File: src/rtl/vga_timing_pkg.sv
// 640x480@60 raster constants, visible-area bounds and coordinate widths
// shared by the sync generator and the overlay stage.
package vga_timing_pkg;

    localparam int unsigned COORD_W = 10;
    localparam int unsigned FRAME_W = 8;

    localparam int unsigned H_DISPLAY_DEF = 640;
    localparam int unsigned H_FRONT_DEF   = 16;
    localparam int unsigned H_SYNC_DEF    = 96;
    localparam int unsigned H_BACK_DEF    = 48;
    localparam int unsigned V_DISPLAY_DEF = 480;
    localparam int unsigned V_FRONT_DEF   = 10;
    localparam int unsigned V_SYNC_DEF    = 2;
    localparam int unsigned V_BACK_DEF    = 33;

    localparam int unsigned H_TOTAL_DEF = H_DISPLAY_DEF + H_FRONT_DEF + H_SYNC_DEF + H_BACK_DEF;
    localparam int unsigned V_TOTAL_DEF = V_DISPLAY_DEF + V_FRONT_DEF + V_SYNC_DEF + V_BACK_DEF;

    // Last visible coordinate on each axis.
    localparam int unsigned H_VIS_MAX = H_DISPLAY_DEF - 1;
    localparam int unsigned V_VIS_MAX = V_DISPLAY_DEF - 1;

    // True when lo <= c < lo+len.
    function automatic logic in_window(input logic [COORD_W-1:0] c,
                                       input int unsigned lo,
                                       input int unsigned len);
        return (32'(c) >= lo) && (32'(c) < (lo + len));
    endfunction

endpackage

File: src/rtl/vga_tick_div.sv
// Pixel-enable divider: p_tick is high one clk out of every CLK_DIV.
module vga_tick_div #(
    parameter int unsigned CLK_DIV = 4
) (
    input  logic clk,
    input  logic rst,
    output logic p_tick
);

    localparam int unsigned DIV_W = (CLK_DIV > 1) ? $clog2(CLK_DIV) : 1;
    localparam logic [DIV_W-1:0] DIV_LAST = DIV_W'(CLK_DIV - 1);

    if (CLK_DIV < 1 || CLK_DIV > 16) begin : g_bad_div
        $error("vga_tick_div: CLK_DIV must be within 1..16");
    end

    logic [DIV_W-1:0] div_cnt_q;
    logic [DIV_W-1:0] div_cnt_d;

    always_comb begin
        div_cnt_d = div_cnt_q + DIV_W'(1);
        if (div_cnt_q == DIV_LAST) begin
            div_cnt_d = '0;
        end
    end

    always_ff @(posedge clk) begin
        if (rst) begin
            div_cnt_q <= '0;
        end else begin
            div_cnt_q <= div_cnt_d;
        end
    end

    // Gated by rst so CLK_DIV=1 still reads 0 while held in reset.
    assign p_tick = !rst && (div_cnt_q == DIV_LAST);

endmodule

File: src/rtl/vga_sync_gen.sv
// VGA raster timing: h/v counters, registered active-low syncs, video_on.
// Define VGA_SYNC_FRAME_CNT_EN to add the frame_tick / frame_cnt outputs.
module vga_sync_gen
    import vga_timing_pkg::*;
#(
    parameter int unsigned CLK_DIV   = 4,
    parameter int unsigned H_DISPLAY = H_DISPLAY_DEF,
    parameter int unsigned H_FRONT   = H_FRONT_DEF,
    parameter int unsigned H_SYNC    = H_SYNC_DEF,
    parameter int unsigned H_BACK    = H_BACK_DEF,
    parameter int unsigned V_DISPLAY = V_DISPLAY_DEF,
    parameter int unsigned V_FRONT   = V_FRONT_DEF,
    parameter int unsigned V_SYNC    = V_SYNC_DEF,
    parameter int unsigned V_BACK    = V_BACK_DEF
) (
    input  logic               clk,
    input  logic               rst,
    output logic               hsync,
    output logic               vsync,
    output logic               video_on,
    output logic               p_tick,
    output logic [COORD_W-1:0] pixel_x,
    output logic [COORD_W-1:0] pixel_y
`ifdef VGA_SYNC_FRAME_CNT_EN
    ,
    output logic               frame_tick,
    output logic [FRAME_W-1:0] frame_cnt
`endif
);

    localparam int unsigned H_TOTAL  = H_DISPLAY + H_FRONT + H_SYNC + H_BACK;
    localparam int unsigned V_TOTAL  = V_DISPLAY + V_FRONT + V_SYNC + V_BACK;
    localparam int unsigned HS_START = H_DISPLAY + H_FRONT;
    localparam int unsigned VS_START = V_DISPLAY + V_FRONT;
    localparam logic [COORD_W-1:0] H_LAST = COORD_W'(H_TOTAL - 1);
    localparam logic [COORD_W-1:0] V_LAST = COORD_W'(V_TOTAL - 1);

    if (H_TOTAL > 1024 || V_TOTAL > 1024) begin : g_bad_total
        $error("vga_sync_gen: H_TOTAL and V_TOTAL must not exceed 1024");
    end

    logic               h_last;
    logic               v_last;
    logic [COORD_W-1:0] h_cnt_q, h_cnt_d;
    logic [COORD_W-1:0] v_cnt_q, v_cnt_d;
    logic               hsync_q;
    logic               vsync_q;

    vga_tick_div #(
        .CLK_DIV (CLK_DIV)
    ) u_tick_div (
        .clk    (clk),
        .rst    (rst),
        .p_tick (p_tick)
    );

    assign h_last = (h_cnt_q == H_LAST);
    assign v_last = (v_cnt_q == V_LAST);

    always_comb begin
        h_cnt_d = h_cnt_q;
        v_cnt_d = v_cnt_q;
        if (p_tick) begin
            if (h_last) begin
                h_cnt_d = '0;
                v_cnt_d = v_last ? '0 : v_cnt_q + COORD_W'(1);
            end else begin
                h_cnt_d = h_cnt_q + COORD_W'(1);
            end
        end
    end

    // Syncs are decoded from the next-state counts to stay aligned with pixel_x/y.
    always_ff @(posedge clk) begin
        if (rst) begin
            h_cnt_q <= '0;
            v_cnt_q <= '0;
            hsync_q <= 1'b1;
            vsync_q <= 1'b1;
        end else begin
            h_cnt_q <= h_cnt_d;
            v_cnt_q <= v_cnt_d;
            hsync_q <= !in_window(h_cnt_d, HS_START, H_SYNC);
            vsync_q <= !in_window(v_cnt_d, VS_START, V_SYNC);
        end
    end

    assign hsync    = hsync_q;
    assign vsync    = vsync_q;
    assign pixel_x  = h_cnt_q;
    assign pixel_y  = v_cnt_q;
    assign video_on = !rst && (h_cnt_q < COORD_W'(H_DISPLAY)) && (v_cnt_q < COORD_W'(V_DISPLAY));

`ifdef VGA_SYNC_FRAME_CNT_EN
    logic               frame_wrap;
    logic               frame_tick_q;
    logic [FRAME_W-1:0] frame_cnt_q;

    assign frame_wrap = p_tick && h_last && v_last;

    // frame_tick lands on the same clk the counters show (0,0).
    always_ff @(posedge clk) begin
        if (rst) begin
            frame_tick_q <= 1'b0;
            frame_cnt_q  <= '0;
        end else begin
            frame_tick_q <= frame_wrap;
            if (frame_wrap) begin
                frame_cnt_q <= frame_cnt_q + FRAME_W'(1);
            end
        end
    end

    assign frame_tick = frame_tick_q;
    assign frame_cnt  = frame_cnt_q;
`else
    // Frame counter not built.
`endif

endmodule

File: config.mk
export PLATFORM = sky130hd
export DESIGN_NAME = vga_sync_gen
export DESIGN_NICKNAME = d
export VERILOG_FILES = /design/src/rtl/vga_timing_pkg.sv /design/src/rtl/vga_tick_div.sv /design/src/rtl/vga_sync_gen.sv
export SDC_FILE = /design/constraint.sdc
export NUM_CORES = 1
export LEC_CHECK = 0
export ABC_AREA = 1
export ABC_CLOCK_PERIOD_IN_PS = 1870
export BUFFER_PORTS_ARGS = -buffer_cell sky130_fd_sc_hd__buf_2
export CORE_MARGIN = 2
export CORE_UTILIZATION = 55
export CTS_BUF_LIST = sky130_fd_sc_hd__clkbuf_8 sky130_fd_sc_hd__clkbuf_16
export CTS_CLUSTER_DIAMETER = 150
export DETAILED_ROUTE_END_ITERATION = 8
export GPL_ROUTABILITY_DRIVEN = 0
export PLACE_DENSITY = 0.78
export SYNTH_ARGS = -nofsm -noshare
export SYNTH_HDL_FRONTEND = slang
export SYNTH_SLANG_ARGS = --single-unit
File: constraint.sdc
create_clock -name clk -period 1.87 [get_ports clk]
set_input_delay 0.2805 -clock clk [delete_from_list [all_inputs] [get_ports clk]]
set_output_delay 0.2805 -clock clk [all_outputs]
set_load 0.03 [all_outputs]
# Word-level counts from Yosys, hierarchy flattened
# Index checks and enable logic that the tools add are counted.
# word_totals
latchBits	0
romBits	0
inputBits	2
register_bits	24
output_inout_bits	24
ram_bits	0
elab_cells	31
mem_count	0
# op_classes
shift	0
n_mux	5
n_div	0
eq_ne	3
magnitude_cmp	6
mul	0
n_reduce_logical	9
bitwise_logic	0
add_sub_neg	3
# ops
op	n
2-to-1 mux 10 bit	5
adder 10 x 1 -> 10 bit, second input constant	2
equality test 10 bit, second input constant	2
< comparator 10 bit, second input constant	2
< comparator 10 x 9 -> 1 bit, second input constant	2
greater-or-equal comparator 10 bit, second input constant	1
greater-or-equal comparator 10 x 9 -> 1 bit, second input constant	1
logical AND 1 bit	5
logical NOT 1 bit	3
adder 2 x 1 -> 2 bit, second input constant	1
equality test 2 bit, second input constant	1
OR reduction 2 bit	1

# Longest topological paths before layout
# Gate-level depths: netlist of the first run.
# depth
word_depth	7
depth_mapped	13
depth_no_buf	13

# Modules after synthesis
# From an unflattened synthesis of the first run, not the netlist that was laid out.
# hier_totals
hier_cells	205
hier_area_um2	1361.3
# modules_own_cells
mod	cells_per_inst	seq_area_each_um2	area_each_um2	instances
vga_sync_gen	195	440.4	1282.5	1
vga_tick_div	10	40.0	78.8	1

# Worst setup path before layout of the first run
# Ideal clock, no wire load.
# synth_path
kind	reg-to-reg
startpoint	reg h_cnt_q[0], in the netlist pixel_x[0]
endpoint	reg vsync_q, in the netlist vsync
path_stages_with_launch	13
t_arrival_ps	1662
setup_ps	114
slack_ps	94
path_buffers	0
cell_sequence	dfxtp_1 ha_1 nand2_1 nor2_8 inv_2 nor2_4 nand2_1 nand2_1 nand2_1 nor2_1 nand2_1 nor2_1 nand2_1
# synth_between
elab_chain_len	6
# synth_rtl
element	line	text
from (decl)	vga_sync_gen.sv:44	logic [COORD_W-1:0] h_cnt_q, h_cnt_d;
from (signal assigned)	vga_sync_gen.sv:81	h_cnt_q <= h_cnt_d;
equality test 10 bit *	vga_sync_gen.sv:57	assign h_last = (h_cnt_q == H_LAST);
2-to-1 mux 10 bit *	vga_sync_gen.sv:64	if (h_last) begin
2-to-1 mux 10 bit *	vga_sync_gen.sv:63	if (p_tick) begin
greater-or-equal comparator 10 x 9 -> 1 bit / < comparator 10 x 9 -> 1 bit (equally long branches)	vga_timing_pkg.sv:28	return (32'(c) >= lo) && (32'(c) < (lo + len));
logical AND 1 bit *	vga_timing_pkg.sv:28	
logical NOT 1 bit *	vga_sync_gen.sv:84	vsync_q <= !in_window(v_cnt_d, VS_START, V_SYNC);
to (signal assigned)	vga_sync_gen.sv:84	
to (decl)	vga_sync_gen.sv:47	logic vsync_q;
# Mark *: on every way between the ends. The rest lies on a longest branch, timed or not.
# A chain may end at the register's enable or synchronous reset.

# Worst setup path after layout of the first run
# Same ends and word-level chain as after synthesis.

==> flow_metrics.py, run 1 <==
metrics = {
    "outcome": {
        "outcome": "finished, final reports clean",
    },
    "clock_network": {
        "cts_tree": "built",
        "cts_hold_buf": 0,
        "htree_levels": 1,
        "cts.clk_slew.worst_paths_ns": 0.09,
        "clock_sinks": 24,
        "cts_made_buffers": 3,
        "clk-insertion-delay-late_ns": 0.27,
        "clockRootBuffer": "clkbuf_8",
        "cts_buffer_depth": 2,
    },
    "floorplan": {
        "dieArea_mm2": 0.00320,
        "rows": 19,
        "pin_count": 26,
        "die_height_um": 56.6,
        "start_util_pct": 56.5,
        "core_area_mm2": 0.00269,
        "dieWidth_um": 56.6,
    },
    "sta": {
        "tightest_slew_ns": 0.318,
        "finClkSkew_ns": 0.00586,
        "drv_slew": 0,
        "period_share_pct": 92.2,
        "finalHoldViolations": 0,
        "fin_crit_ns": 1.72,
        "setup_tns_ns": 0,
        "setup_viol": 0,
        "clock.fmax_mhz": 580,
        "slew_headroom_pct": 78.6,
    },
    "synth": {
        "synth-simple-area-share_pct": 50.1,
        "synthAdderAreaFrac_pct": 3.29,
        "synth_top_family_by_area": "simple AND/OR/NAND/NOR gates",
        "synthMuxAreaShare_pct": 0,
        "synthCells": 246,
        "synth_xor_area_share_pct": 0.577,
        "synth_top_area_share_pct": 31.6,
        "ys.flop_type": "dfxtp_1",
        "synthArstFlopShare_pct": 0,
        "yosysUniqueCellTypes": 29,
        "synth-seq-area-share_pct": 31.6,
        "synthTopCellsByCount": "77 x nand2_1, 43 x nor2_1, 31 x inv_1, 24 x dfxtp_1, 19 x nand3_1",
        "synth_edf_count": 0,
        "avgSynthCellArea_um2": 6.17,
        "yosysMostFrequentCell": "nand2_1",
        "synth_compound_area_share_pct": 3.95,
        "synth_top_cell_by_area": "dfxtp_1",
        "ys_top_cells_by_area": "dfxtp_1 32%, nand2_1 19%, nor2_1 11%",
        "syn-cell-area_mm2": 0.00152,
        "ys_seq_elements": 24,
        "ys.warnings.count": 0,
        "syn_nets": 252,
    },
    "drt": {
        "drt_iter0_markers": 67,
        "ant_nets": 0,
        "routed_wl_um": 3650,
        "dr_total_vias": 1571,
        "first_pass_iters": 4,
        "route.detailed.drc": 0,
        "post_drt_wl_per_cell_um": 11.8,
        "viasPerCell": 5.10,
    },
    "final_layout": {
        "nets": 285,
        "layout-drive-gt1-share_pct": 18.4,
        "antenna_cells": 0,
        "area_growth_pct": 16.1,
    },
    "worst_setup_path": {
        "end_kind": "flip-flop",
        "arrival_ns": 1.90,
        "critPathKind": "flip-flop to flip-flop",
        "reg2reg_from": "pixel_x[0]",
        "cp-startpoint": "pixel_x[0]",
        "path_max_fanout": 6,
        "crit_required_ns": 2.04,
        "startpoint_type": "flip-flop",
    },
    "pwr": {
        "p_per_area_mw_per_mm2": 514,
        "p_leak_nw": 0.903,
        "vdd_drop_max_uv": 541,
        "p_total_uw": 906,
    },
    "hold_path": {
        "hold_path.startpoint": "rst",
        "hold_class": "primary input to flip-flop",
    },
    "grt": {
        "antenna_found_initial": 0,
        "grt_usage_pct": 23.9,
        "grt_overflow_total": 0,
        "grt_pass1_vias": 1319,
        "grt_max_degree": 14,
        "grt_pass1_wl_um": 5980,
    },
    "flow_run": {
        "maxCapViolCount": 0,
    },
    "placed_design": {
        "io_buffers": 25,
        "hpwl_um": 2800,
    },
}
sequential cells by signal, summed over array words and instances, names as in the netlist:
register              cells
pixel_x                  10
vsync                     1
pixel_y                  10
hsync                     1
u_tick_div.div_cnt_q      2
metrics by stage:
stage | setup WS (ns) | cells | hold slack (ns) | instance area (um^2) | util (%)
finish | 0.145 | 308 | 0.292 | 1760 | 65.7
floorplan | 0.0936 | 246 | 0.397 | 1520 | -
global route | -0.00564 | 308 | 0.316 | 1760 | 65.7
global placement | 0.145 | 303 | 0.415 | 1690 | 62.9
CTS | 0.0833 | 306 | 0.298 | 1730 | 64.5
detailed placement | 0.0914 | 303 | 0.416 | 1690 | 62.9
power breakdown:
part	internal, mW	switching, mW	total, mW
logic	0.0217	0.0444	0.0661
clock network	0.144	0.168	0.312
registers	0.519	0.00890	0.528
total	0.685	0.221	0.906
cells in the final DEF (no fill, tap or decap), types with 3 or more instances in the layout:
cell type	Yosys	final
inv_2	5	5
a21oi_1	3	3
buf_2	0	25
nand4_1	8	8
nor2_1	43	42
nor2_4	3	3
nor3_1	6	6
nand2_1	77	77
buf_4	0	5
dfxtp_1	24	22
ha_1	4	3
nand3_1	19	19
clkbuf_8	0	3
inv_1	31	31
final timing paths:
kind | to | slack (ns) | cells after the start
worst max-delay path | vsync | 0.15 | 12
worst min-delay path | pixel_x[8] | 0.29 | 2
worst max register to register | vsync | 0.15 | 12
worst min register to register | u_tick_div.div_cnt_q[0] | 0.47 | 1
layout make-up:
| class | count | area, um^2 |
|---|---|---|
| Timing Repair Buffer | 30 | 163 |
| Tap cell | 31 | 38.8 |
| Multi-Input combinational cell | 183 | 895 |
| Fill cell | 252 | 922 |
| Inverter | 37 | 144 |
| Clock buffer | 3 | 41.3 |
| Sequential cell | 24 | 483 |
routing by layer:
metal	GRT usage, %	part of all wire (%)	vias to the layer above
met5	0	0	-
met4	9.52	2.0	0
met3	2.76	5.3	7
met2	36.7	45	50
met1	34.0	48	682
li1	-	-	832
cells by family after synthesis:
family | count (synthesis)
xor+xnor | 1
compound gates | 10
flops | 24
fa+ha+maj | 4
simple gates | 168
buf+inv | 39
worst max-delay path, stage by stage (launching register included):
cell     delay (ns)
dfxtp_2        0.38
ha_1           0.18
nand2_1        0.13
nor2_8         0.17
inv_2          0.07
nor2_4         0.15
nand2_1        0.06
nand2_1        0.05
nand2_1        0.07
nor2_1         0.12
nand2_1        0.09
nor2_1         0.09
nand2_1        0.06
what timing repair did:
action	CTS	global route
gates resized for setup	0	5
endpoints found under the hold margin	0	0
setup endpoints to repair	0	2
buffers inserted	0	2
Note: power is estimated with default switching activity, not from simulation.
==> inputs of run 2 (changes only) <==
--- a/config.mk
+++ b/config.mk
@@ -8,13 +8,15 @@
 export ABC_AREA = 1
 export ABC_CLOCK_PERIOD_IN_PS = 1870
 export BUFFER_PORTS_ARGS = -buffer_cell sky130_fd_sc_hd__buf_2
+export CELL_PAD_IN_SITES_DETAIL_PLACEMENT = 2
+export CELL_PAD_IN_SITES_GLOBAL_PLACEMENT = 2
 export CORE_MARGIN = 2
-export CORE_UTILIZATION = 55
+export CORE_UTILIZATION = 29
 export CTS_BUF_LIST = sky130_fd_sc_hd__clkbuf_8 sky130_fd_sc_hd__clkbuf_16
 export CTS_CLUSTER_DIAMETER = 150
 export DETAILED_ROUTE_END_ITERATION = 8
 export GPL_ROUTABILITY_DRIVEN = 0
-export PLACE_DENSITY = 0.78
+export PLACE_DENSITY_LB_ADDON = 0.1
 export SYNTH_ARGS = -nofsm -noshare
 export SYNTH_HDL_FRONTEND = slang
 export SYNTH_SLANG_ARGS = --single-unit
==> run 2 against run 1 <==
  * First-iteration DRC count decreased by 30%
  * Highest routed layer unchanged
  * Non-clock buffer count increased by 4
  * Register-to-register slack about the same
  * Power increased by 10%
  * Final area increased by 5.8%
  * Largest power group unchanged
  * Wire length increased by 48%
==> flow_metrics.py, run 2 (synthesis gave the netlist of run 1 again) <==
metrics = {
    "clock_network": {
        "clk-insertion-delay-late_ns": 0.28,
        "clockRootBuffer": "clkbuf_8",
        "clock_sinks": 24,
        "cts.clk_slew.worst_paths_ns": 0.11,
        "cts_made_buffers": 3,
        "cts_hold_buf": 0,
        "cts_tree": "built",
        "cts_buffer_depth": 2,
        "htree_levels": 1,
    },
    "placed_design": {
        "hpwl_um": 4240,
        "io_buffers": 25,
        "place_inst": 347,
        "post_dp_cell_area_mm2": 0.00178,
    },
    "drt": {
        "routed_wl_um": 5410,
        "drt-met1-wl_um": 2740,
        "first_pass_iters": 4,
        "dr_total_vias": 1669,
        "post_drt_wl_per_cell_um": 15.4,
        "route.detailed.drc": 0,
        "viasPerCell": 4.74,
        "drt_iter0_markers": 47,
        "ant_nets": 0,
        "wl_met3_um": 182,
        "top_layer_used": "met4",
        "wl_met2_um": 2440,
    },
    "hold_path": {
        "hold_class": "flip-flop to flip-flop",
    },
    "sta": {
        "drv_slew": 0,
        "finClkSkew_ns": 0.00546,
        "setup_viol": 0,
        "fin_crit_ns": 1.72,
        "slew_headroom_pct": 71.2,
        "period_share_pct": 92.1,
        "finalHoldViolations": 0,
        "clock.fmax_mhz": 581,
        "tightest_slew_ns": 0.427,
    },
    "floorplan": {
        "start_util_pct": 29.9,
        "dieArea_mm2": 0.00583,
        "pin_count": 26,
        "core_area_mm2": 0.00507,
        "die_height_um": 76.4,
        "rows": 26,
        "dieWidth_um": 76.4,
    },
    "final_layout": {
        "layout.cells.non_filler": 352,
        "final_area_mm2": 0.00187,
        "layout_commonest_cell": "nand2_1",
        "antenna_cells": 0,
        "nets": 289,
        "layout-drive-gt1-share_pct": 21.3,
        "final_cell_mix": "77 x nand2_1, 40 x nor2_1, 31 x inv_1",
        "area_growth_pct": 22.9,
    },
    "worst_setup_path": {
        "path_buf_inv": 1,
        "arrival_ns": 1.90,
        "crit_required_ns": 2.05,
        "crit_chain": "inv_2 -> nor2_2 -> nand2_2 -> nor2_4 -> nand2_4 -> or2_1 -> nand2_1 -> nor2_1 -> nor2_1 -> nand2_1",
        "reg2reg_slack_ns": 0.15,
        "crit_slowest_cell": "dfxtp_1",
        "startpoint_type": "flip-flop",
        "critPathKind": "flip-flop to flip-flop",
        "max_stage_delay_ns": 0.50,
        "cpLargestDelayFamily": "simple AND/OR/NAND/NOR gates",
        "end_kind": "flip-flop",
        "path_max_fanout": 8,
    },
    "pwr": {
        "swShare_pct": 26.7,
        "p_int_uw": 732,
        "p_per_area_mw_per_mm2": 535,
        "vdd_drop_max_uv": 353,
        "clkPwrFrac_pct": 39.8,
        "switchingPower_uw": 266,
        "power_frac_seq_pct": 52.7,
        "pwr-share-comb_pct": 7.5,
        "p_leak_nw": 0.929,
    },
    "grt": {
        "grt_max_degree": 15,
        "grt_usage_pct": 18.8,
        "grt_pass1_vias": 1659,
        "grt_pass1_wl_um": 8670,
        "antenna_found_initial": 0,
        "grt_overflow_total": 0,
    },
    "outcome": {
        "outcome": "finished, final reports clean",
    },
    "flow_run": {
        "maxCapViolCount": 0,
    },
}
[run 2: routing by layer]
metal	GRT usage (%)	up-vias
met1	27.2	796
met2	30.1	33
met5	0	-
met4	3.82	0
li1	-	834
met3	2.37	6
[run 2: worst reg2reg max path, stage by stage, from the launching register on]
cell     delay (ns)
dfxtp_1        0.50
inv_2          0.09
nor2_2         0.12
nand2_2        0.08
nor2_4         0.14
nand2_4        0.11
or2_1          0.26
nand2_1        0.09
nor2_1         0.06
nor2_1         0.11
nand2_1        0.06
[run 2: path summary, 6_finish.rpt]
kind                            from                      end  cells past startpoint
min          u_tick_div.div_cnt_q[0]  u_tick_div.div_cnt_q[0]                      1
max                       pixel_x[3]                    vsync                     10
min reg2reg  u_tick_div.div_cnt_q[0]  u_tick_div.div_cnt_q[0]                      1
max reg2reg               pixel_x[3]                    vsync                     10
[run 2: area by class of cell]
type,count,area [um^2]
fillers,671,3210
multi-input cells,183,906
flip-flops and latches,24,482
repair buffers,34,193
inverters,37,144
well taps,70,87.6
clock buffers,4,55.1
[run 2: repair_timing]
| item | CTS | global route |
|---|---|---|
| buffers inserted | 0 | 1 |
| gates resized for setup | 0 | 8 |
| setup endpoints to repair | 0 | 4 |
[run 2: power by group through the flow]
stage                     combinational [mW]  sequential [mW]  clock, mW
final                                 0.0751            0.526      0.397
after global routing                  0.0846            0.527      0.428
after CTS                             0.0758            0.526      0.398
after detailed placement              0.0755            0.538          0
after global placement                0.0739            0.537          0
after floorplan                       0.0439            0.541          0
[run 2: stage by stage]
stage | hold WS [ns] | power [mW] | TNS (ns) | util (%) | setup WS (ns)
floorplan | 0.397 | 0.585 | 0 | - | 0.0936
global placement | 0.411 | 0.611 | 0 | 35.0 | 0.144
detailed placement | 0.416 | 0.613 | 0 | 35.0 | 0.123
CTS | 0.431 | 0.999 | 0 | 36.1 | 0.0901
finish | 0.433 | 0.998 | 0 | 36.8 | 0.147
global route | 0.451 | 1.04 | -0.00391 | 36.8 | -0.00391
==> inputs of run 3 (changes only) <==
--- a/config.mk
+++ b/config.mk
@@ -16,6 +16,7 @@
 export CTS_CLUSTER_DIAMETER = 150
 export DETAILED_ROUTE_END_ITERATION = 8
 export GPL_ROUTABILITY_DRIVEN = 0
+export MAX_ROUTING_LAYER = met4
 export PLACE_DENSITY_LB_ADDON = 0.1
 export SYNTH_ARGS = -nofsm -noshare
 export SYNTH_HDL_FRONTEND = slang
==> run 3 against run 2 <==
  * Fmax about the same
  * Final area did not move
  * Non-clock buffer count stayed put
  * Cell count stayed put
  * Power decreased by 0.24%
==> flow_metrics.py, run 3 (synthesis gave the netlist of run 1 again) <==
metrics = {
    "floorplan": {
        "rows": 26,
        "die_height_um": 76.4,
        "dieArea_mm2": 0.00583,
        "start_util_pct": 29.9,
        "core_area_mm2": 0.00507,
        "dieWidth_um": 76.4,
        "pin_count": 26,
    },
    "drt": {
        "first_pass_iters": 4,
        "route.detailed.drc": 0,
        "post_drt_wl_per_cell_um": 15.4,
        "viasPerCell": 4.73,
        "drt_iter0_markers": 56,
        "routed_wl_um": 5410,
        "dr_total_vias": 1666,
        "ant_nets": 0,
    },
    "final_layout": {
        "antenna_cells": 0,
        "nets": 289,
        "layout_commonest_cell": "nand2_1",
        "final_cell_mix": "77 x nand2_1, 40 x nor2_1, 31 x inv_1",
        "layout-drive-gt1-share_pct": 21.3,
        "area_growth_pct": 22.9,
        "fin_util_pct": 36.8,
    },
    "pwr": {
        "p_per_area_mw_per_mm2": 533,
        "p_leak_nw": 0.929,
        "vdd_drop_max_uv": 349,
    },
    "placed_design": {
        "io_buffers": 25,
        "place_ws_ns": 0.123,
        "hpwl_um": 4240,
    },
    "grt": {
        "antenna_found_initial": 0,
        "grt_pass1_wl_um": 8650,
        "grt_overflow_total": 0,
        "grt_pass1_vias": 1660,
        "grt_max_degree": 15,
        "grt_usage_pct": 19.3,
    },
    "worst_setup_path": {
        "startpoint_type": "flip-flop",
        "critPathKind": "flip-flop to flip-flop",
        "crit_slowest_cell": "dfxtp_1",
        "crit_required_ns": 2.05,
        "path_max_fanout": 8,
        "path_buf_inv": 1,
        "max_stage_delay_ns": 0.50,
        "end_kind": "flip-flop",
        "crit_chain": "inv_2 -> nor2_2 -> nand2_2 -> nor2_4 -> nand2_4 -> or2_1 -> nand2_1 -> nor2_1 -> nor2_1 -> nand2_1",
        "arrival_ns": 1.90,
        "cpLargestDelayFamily": "simple AND/OR/NAND/NOR gates",
    },
    "clock_network": {
        "cts_hold_buf": 0,
        "cts.clk_slew.worst_paths_ns": 0.10,
        "cts_buffer_depth": 2,
        "htree_levels": 1,
        "clk-insertion-delay-late_ns": 0.28,
        "cts_made_buffers": 3,
        "cts_tree": "built",
        "clock_sinks": 24,
        "clockRootBuffer": "clkbuf_8",
    },
    "flow_run": {
        "maxCapViolCount": 0,
    },
    "hold_path": {
        "hold_class": "flip-flop to flip-flop",
    },
    "sta": {
        "setup_tns_ns": 0,
        "period_share_pct": 92.1,
        "fin_ws_ns": 0.148,
        "clock.fmax_mhz": 581,
        "finalHoldViolations": 0,
        "slew_headroom_pct": 71.0,
        "hold_ws_ns": 0.433,
        "tightest_slew_ns": 0.430,
        "fin_crit_ns": 1.72,
        "setup_viol": 0,
        "drv_slew": 0,
        "finClkSkew_ns": 0.00540,
    },
    "outcome": {
        "outcome": "finished, final reports clean",
    },
}
[run 3: cell counts in the layout (fill, tap and decap cells not counted)]
Identical to the previous run, type by type.
[run 3: layout make-up]
cell class / instances / area, um^2
Sequential cell: 24 / 482
Fill cell: 671 / 3210
Clock buffer: 4 / 55.1
Timing Repair Buffer: 34 / 193
Inverter: 37 / 144
Multi-Input combinational cell: 183 / 906
Tap cell: 70 / 87.6
[run 3: path summary, 6_finish.rpt]
check | startpoint | end | slack (ns) | cells after the start
max | pixel_x[3] | vsync | 0.15 | 10
min | u_tick_div.div_cnt_q[0] | u_tick_div.div_cnt_q[0] | 0.43 | 1
max reg2reg | pixel_x[3] | vsync | 0.15 | 10
min reg2reg | u_tick_div.div_cnt_q[0] | u_tick_div.div_cnt_q[0] | 0.43 | 1
[run 3: where the power goes]
| part | switching [mW] | internal (mW) | total (mW) |
|---|---|---|---|
| logic | 0.0513 | 0.0236 | 0.0749 |
| registers | 0.00675 | 0.519 | 0.526 |
| clock network | 0.206 | 0.189 | 0.395 |
| total | 0.264 | 0.732 | 0.995 |
[run 3: per-layer routing]
| layer | share of wire [%] | wire [um] | global-route usage (%) |
|---|---|---|---|
| met5 | 0 | 0 | - |
| met4 | 0.70 | 38 | 3.82 |
| met3 | 1.8 | 98 | 2.37 |
| met2 | 46 | 2460 | 30.1 |
| met1 | 52 | 2810 | 27.2 |
[run 3: what timing repair did]
action / CTS / global route
endpoints found under the setup margin: 0 / 4
gates resized for setup: 0 / 8
setup buffers: 0 / 1
hold endpoints to repair: 0 / 0
[run 3: through the flow]
step / area [um^2] / instances / power [mW]
after global routing: 1870 / 352 / 1.04
after CTS: 1830 / 351 / 0.999
final: 1870 / 352 / 0.995
after floorplan: 1520 / 246 / 0.585
after global placement: 1780 / 347 / 0.611
after detailed placement: 1780 / 347 / 0.613
